`src/rtl/gmii_rx_frame_if.sv`:
```
// gmii_rx_frame_if: received frame byte stream with first/last markers and {giant, runt, crc} flags.
interface gmii_rx_frame_if;
    logic [7:0] rx_data;
    logic       rx_valid;
    logic       rx_sof;
    logic       rx_eof;
    logic [2:0] rx_err;
    modport master (output rx_data, rx_valid, rx_sof, rx_eof, rx_err);
    modport slave  (input  rx_data, rx_valid, rx_sof, rx_eof, rx_err);
endinterface

```
`src/rtl/gmii_rx_frame.sv`:
```
// gmii_rx_frame: GMII receive framer - preamble/SFD strip, DA filter, FCS strip, runt/giant/CRC flags.
// Define GMII_RX_FRAME_CRC_CHECK_EN to enable the CRC-32 check; otherwise the crc flag is always 0.
module gmii_rx_frame #(
    parameter logic [47:0] LOCAL_MAC = 48'h00_0A_35_01_02_03,
    parameter int          MAX_LEN   = 1518
) (
    input  logic            clk_125m,
    input  logic            rst_n,
    input  logic [7:0]      gmii_rxd,
    input  logic            gmii_rxdv,
    gmii_rx_frame_if.master rx,
    output logic [15:0]     frame_ok_cnt,
    output logic [15:0]     frame_bad_cnt
);
    typedef enum logic [2:0] {WAIT, IDLE, PRE, DATA, DROP} state_t;
    state_t      state, state_n;
    logic [39:0] dl;
    logic [2:0]  fill;
    logic [10:0] len;
    logic        acc;
    logic        cap, fall, full, da_hit, acc_now, emit, eof, crc_bad;
    logic [47:0] da;
    logic [2:0]  err;
    always_comb begin
        state_n = state;
        case (state)
            WAIT:    state_n = gmii_rxdv ? WAIT : IDLE;
            IDLE:    state_n = !gmii_rxdv ? IDLE : gmii_rxd == 8'h55 ? PRE : DROP;
            PRE:     state_n = !gmii_rxdv ? IDLE : gmii_rxd == 8'h55 ? PRE : gmii_rxd == 8'hD5 ? DATA : DROP;
            DATA:    state_n = gmii_rxdv ? DATA : IDLE;
            DROP:    state_n = gmii_rxdv ? DROP : IDLE;
            default: state_n = WAIT;
        endcase
    end
    // The five buffered bytes plus the incoming one form the complete DA at the sixth byte.
    assign cap     = state == DATA && gmii_rxdv;
    assign fall    = state == DATA && !gmii_rxdv;
    assign full    = fill == 3'd5;
    assign da      = {dl, gmii_rxd};
    assign da_hit  = da == LOCAL_MAC || da == '1;
    assign acc_now = len == 11'd5 ? da_hit : acc;
    assign emit    = full && (cap ? acc_now : acc);
    assign eof     = fall && emit;
    assign err     = {int'(len) > MAX_LEN, len < 11'd64, crc_bad};
    always_ff @(posedge clk_125m or negedge rst_n) begin
        if (!rst_n) begin
            state         <= WAIT;
            dl            <= '0;
            fill          <= '0;
            len           <= '0;
            acc           <= 1'b0;
            rx.rx_valid   <= 1'b0;
            rx.rx_data    <= '0;
            rx.rx_sof     <= 1'b0;
            rx.rx_eof     <= 1'b0;
            rx.rx_err     <= '0;
            frame_ok_cnt  <= '0;
            frame_bad_cnt <= '0;
        end else begin
            state       <= state_n;
            dl          <= cap ? {dl[31:0], gmii_rxd} : '0;
            fill        <= cap ? fill + {2'b0, !full} : '0;
            len         <= cap ? len + {10'b0, len != 11'h7FF} : '0;
            acc         <= cap && acc_now;
            rx.rx_valid <= emit;
            rx.rx_data  <= emit ? dl[39:32] : '0;
            rx.rx_sof   <= emit && cap && len == 11'd5;
            rx.rx_eof   <= eof;
            rx.rx_err   <= eof ? err : '0;
            if (eof && err == '0)
                frame_ok_cnt <= frame_ok_cnt + 16'd1;
            if (fall && (len < 11'd6 || (eof && err != '0)))
                frame_bad_cnt <= frame_bad_cnt + 16'd1;
        end
    end
`ifdef GMII_RX_FRAME_CRC_CHECK_EN
    logic [31:0] crc;
    function automatic logic [31:0] crc_byte(input logic [31:0] c, input logic [7:0] d);
        logic [31:0] r;
        r = c;
        for (int i = 0; i < 8; i++)
            r = (r >> 1) ^ ((r[0] ^ d[i]) ? 32'hEDB88320 : 32'h0);
        return r;
    endfunction
    // Running the register over the FCS too leaves the fixed residue on a good frame.
    always_ff @(posedge clk_125m or negedge rst_n) begin
        if (!rst_n)
            crc <= '1;
        else
            crc <= cap ? crc_byte(crc, gmii_rxd) : '1;
    end
    assign crc_bad = crc != 32'hDEBB20E3;
`else
    assign crc_bad = 1'b0;
`endif
endmodule

```
`src/flat_wrapper.sv`:
```
// flat-port wrapper written by rule: the top's interface ports become plain ports
module gmii_rx_frame_flat 
#(
    parameter logic [47:0] LOCAL_MAC = 48'h00_0A_35_01_02_03,
    parameter int          MAX_LEN   = 1518
)
  (clk_125m, rst_n, gmii_rxd, gmii_rxdv, frame_ok_cnt, frame_bad_cnt, rx_rx_data, rx_rx_valid, rx_rx_sof, rx_rx_eof, rx_rx_err);
  gmii_rx_frame_if rx_i ();
  input  logic clk_125m;
  input  logic rst_n;
  input  logic [7:0] gmii_rxd;
  input  logic gmii_rxdv;
  output logic [15:0] frame_ok_cnt;
  output logic [15:0] frame_bad_cnt;
  output wire logic [$bits(rx_i.rx_data)-1:0] rx_rx_data;
  output wire logic [$bits(rx_i.rx_valid)-1:0] rx_rx_valid;
  output wire logic [$bits(rx_i.rx_sof)-1:0] rx_rx_sof;
  output wire logic [$bits(rx_i.rx_eof)-1:0] rx_rx_eof;
  output wire logic [$bits(rx_i.rx_err)-1:0] rx_rx_err;
  assign rx_rx_data = rx_i.rx_data;
  assign rx_rx_valid = rx_i.rx_valid;
  assign rx_rx_sof = rx_i.rx_sof;
  assign rx_rx_eof = rx_i.rx_eof;
  assign rx_rx_err = rx_i.rx_err;
  gmii_rx_frame #(.LOCAL_MAC(LOCAL_MAC), .MAX_LEN(MAX_LEN)) u_core (.clk_125m(clk_125m), .rst_n(rst_n), .gmii_rxd(gmii_rxd), .gmii_rxdv(gmii_rxdv), .rx(rx_i), .frame_ok_cnt(frame_ok_cnt), .frame_bad_cnt(frame_bad_cnt));
endmodule
```
`config.mk`:
```
export PLATFORM = sky130hd
export DESIGN_NAME = gmii_rx_frame_flat
export DESIGN_NICKNAME = d
export VERILOG_FILES = /design/src/rtl/gmii_rx_frame_if.sv /design/src/rtl/gmii_rx_frame.sv /design/src/flat_wrapper.sv
export SDC_FILE = /design/constraint.sdc
export NUM_CORES = 1
export LEC_CHECK = 0
export ABC_AREA = 1
export CAP_MARGIN = 25
export CORE_MARGIN = 10
export CORE_UTILIZATION = 35
export DETAILED_ROUTE_END_ITERATION = 16
export PLACE_DENSITY = 0.61
export SYNTH_ARGS = -nofsm -noshare
export SYNTH_HDL_FRONTEND = slang
export SYNTH_SLANG_ARGS = --single-unit
```
`constraint.sdc`:
```
create_clock -name clk_125m -period 2.1 [get_ports clk_125m]
set_input_delay 0.42 -clock clk_125m [delete_from_list [all_inputs] [get_ports clk_125m]]
set_output_delay 0.42 -clock clk_125m [all_outputs]
set_load 0.01 [all_outputs]
```
==> impl_metrics.tcl, run 1 <==
set metrics [dict create \
    slowest_delay_ns 0.50 \
    ir_worst_vdd_mv 0.375 \
    grtUsageTotal_pct 11.3 \
    tightest_slew_ns 0.503 \
    final_area_mm2 0.00622 \
    numPortBuffers 55 \
    crit_type "register to register" \
    ys_types 38 \
    synth_top_area_share_pct 51.9 \
    cts_made_buffers 9 \
    min_path_type "register to register" \
    cts_tree "built" \
    root_buffer "clkbuf_16" \
    nets 708 \
    grt-ovfl-total 0 \
    cap_violations 0 \
    viasPerCell 4.58 \
    max-slew-margin-rel_pct 66.2 \
    period_share_pct 96.5 \
    finalSetupViolations 0 \
    antenna_cells_inserted 0 \
    synth_top_family_by_area "simple AND/OR/NAND/NOR gates" \
    synth_most_common_cell "nand2_1" \
    synth_seq_cells 103 \
    period_minus_slack_ns 2.03 \
    finalHoldViolCount 0 \
    die_h_um 139 \
    routed_wl_um 10700 \
    synth_edf_count 0 \
    synthAdderAreaFrac_pct 1.26 \
    grt_pass1_wl_um 18400 \
    path_max_fanout 3 \
    rsz0062_at_grt "yes" \
    critPathRequiredTime_ns 2.37 \
    holdWs_ns 0.491 \
    crit_path_top_delay_cell "or4_4" \
    synth_compound_area_share_pct 2.79 \
    tns_ns 0 \
    synth_area_leaders "dfrtp_1 (52%), nand2_1 (11%), nor2_1 (9.1%)" \
    slew_violations 0 \
    fmax_ghz 0.493 \
    dp_hpwl_um 8190 \
    path_delay_family "simple AND/OR/NAND/NOR gates" \
    p_per_area_mw_per_mm2 600 \
    drive_gt1_share_pct 11.2 \
    die_w_um 139 \
    crit_buf_inv 1 \
    drcViolationCount 0 \
    grt_pass1_vias 3995 \
    insertion_delay_ns 0.34 \
    synth_mux_area_share_pct 0 \
    gp_congestion 0.891 \
    synth-simple-area-share_pct 30.7 \
    yosys_warnings 0 \
    synth.largest_area_cell "dfrtp_1" \
    dp_slack_ns -0.0121 \
    leakage_nw 2.86 \
    dr.pass1.iters 4 \
    synth_xor_xnor_area_share_pct 4.76 \
    dp.cells 855 \
    clk_path_buf_depth 2 \
    wire_per_inst_um 12.2 \
    drt-initial-drc-count 259 \
    ys_dominant_reg_cell "dfrtp_1" \
    ys_seq_area_share_pct 51.9 \
    ant_nets 0 \
    clock_skew_ns 0.00781 \
    synth_area_mm2 0.00497 \
    synth_fp_nets 628 \
    worstPathArrival_ns 2.30 \
    start_util_pct 35.8 \
    vias 4020 \
    grt_start_max_net_pins 35 \
    syn_inst 612 \
    rows 43 \
    core_mm2 0.0139 \
    fin_util_pct 44.8 \
    path_clk_slew_ns 0.08 \
    dpl_cell_area_mm2 0.00583 \
    setup_slack_ns 0.0728 \
    synthArstFlopShare_pct 100 \
    die-area_mm2 0.0194 \
    endpoint_kind "register" \
    synth.avg_cell_area_um2 8.12 \
    synth_common_cells "nand2_1 (142), nor2_1 (120), dfrtp_1 (103)" \
    cts.sinks 103 \
    htree_levels 3 \
    antenna_found_initial 0 \
    syn2layout_area_growth_pct 25.3 \
    io_pins 57 \
    start_kind "register" \
    status "complete, no violations" \
    path_cells "nand2_2 > nor2_2 > nand2_1 > or4_4 > ha_4 > ha_4 > nand2_4 > nor2_4 > inv_2 > nor2_2 > nand3_2 > o21ai_1 > a21oi_1" \
    finalPower_mw 3.73 \
    final-instance-count-excl-fill 877 \
]
[per-layer routing]
| layer | wire length (µm) | global-route usage (%) |
|---|---|---|
| met4 | 215 | 4.34 |
| met2 | 5020 | 18.4 |
| met1 | 5040 | 14.2 |
| met5 | 0 | 0 |
| met3 | 424 | 2.57 |
[worst paths after layout]
kind,startpoint,to,slack (ns),cells past startpoint
min,u_core.dl[18],u_core.dl[26],0.49,2
min reg2reg,u_core.dl[18],u_core.dl[26],0.49,2
max,u_core.len[6],u_core.len[10],0.07,13
max reg2reg,u_core.len[6],u_core.len[10],0.07,13
min in group asynchronous,rst_n,u_core.dl[14],0.52,2
max in group asynchronous,rst_n,u_core.frame_bad_cnt[12],0.95,3
[cells by family after synthesis]
kind of cell | Yosys count
AO/OA/AOI/OAI | 24
adder cells (fa/ha/maj) | 5
buffers and inverters | 100
XOR/XNOR | 27
flip-flops | 103
other | 1
AND/OR/NAND/NOR | 352
[placed cells by master, fill, tap and decap left out, types with 3 or more instances in the layout]
master           netlist  final
dfrtp_1              103    103
nor2_2                 6      7
nand4_1               12     12
a21oi_1                5      5
inv_2                  3      4
inv_1                 84     83
ha_1                   5      3
nand3_1               41     40
xnor2_1               11     11
xor2_1                16     16
nor2_1               120    118
nand2_4                2      3
clkdlybuf4s50_1        0     54
buf_4                  3     24
o21ai_0               12     11
nand2_2               10     10
nand2_1              142    141
clkbuf_16              0      9
nor3_1                10     10
[state kept, by name (all words and copies together), names as in the netlist, 2 cells and up]
register              cells
u_core.len               11
u_core.rx.rx_err          2
u_core.rx.rx_data         8
u_core.frame_bad_cnt     16
u_core.state              3
u_core.frame_ok_cnt      16
u_core.fill               3
u_core.dl                40
[layout make-up]
class / instances / area, µm²
Fill cell: 1407 / 7660
Sequential cell: 103 / 2580
Multi-Input combinational cell: 409 / 2020
Timing Repair Buffer: 81 / 771
Inverter: 88 / 332
Clock buffer: 9 / 225
Tap cell: 180 / 225
Clock inverter: 7 / 73.8
[repair_timing]
action | 4_1_cts | 5_1_grt
pin swaps | 2 | 5
endpoints found under the hold margin | 22 | 0
gates resized for setup | 0 | 12
endpoints found under the setup margin | 1 | 3
setup buffers | 1 | 4
hold buffers | 1 | 0
[tightest hold or removal path, stage by stage, from the launching register on]
cell and delay, ns:
dfrtp_1 0.38, inv_1 0.05, nor2_1 0.04
[report_power, final]
group          total [mW]  internal, mW  switching (mW)
Clock                1.63         0.844           0.791
Sequential           1.99          1.99         0.00719
Combinational       0.106        0.0389          0.0669
Note: power is estimated with default switching activity, not from simulation.
==> run 2, diff against run 1 <==
--- a/config.mk
+++ b/config.mk
@@ -9,8 +9,10 @@
 export CAP_MARGIN = 25
 export CORE_MARGIN = 10
 export CORE_UTILIZATION = 35
+export CTS_CLUSTER_SIZE = 8
 export DETAILED_ROUTE_END_ITERATION = 16
 export PLACE_DENSITY = 0.61
 export SYNTH_ARGS = -nofsm -noshare
 export SYNTH_HDL_FRONTEND = slang
 export SYNTH_SLANG_ARGS = --single-unit
+export TNS_END_PERCENT = 20
==> results of run 2 <==
Final layout, timing and power as in run 1 (identical DEF).
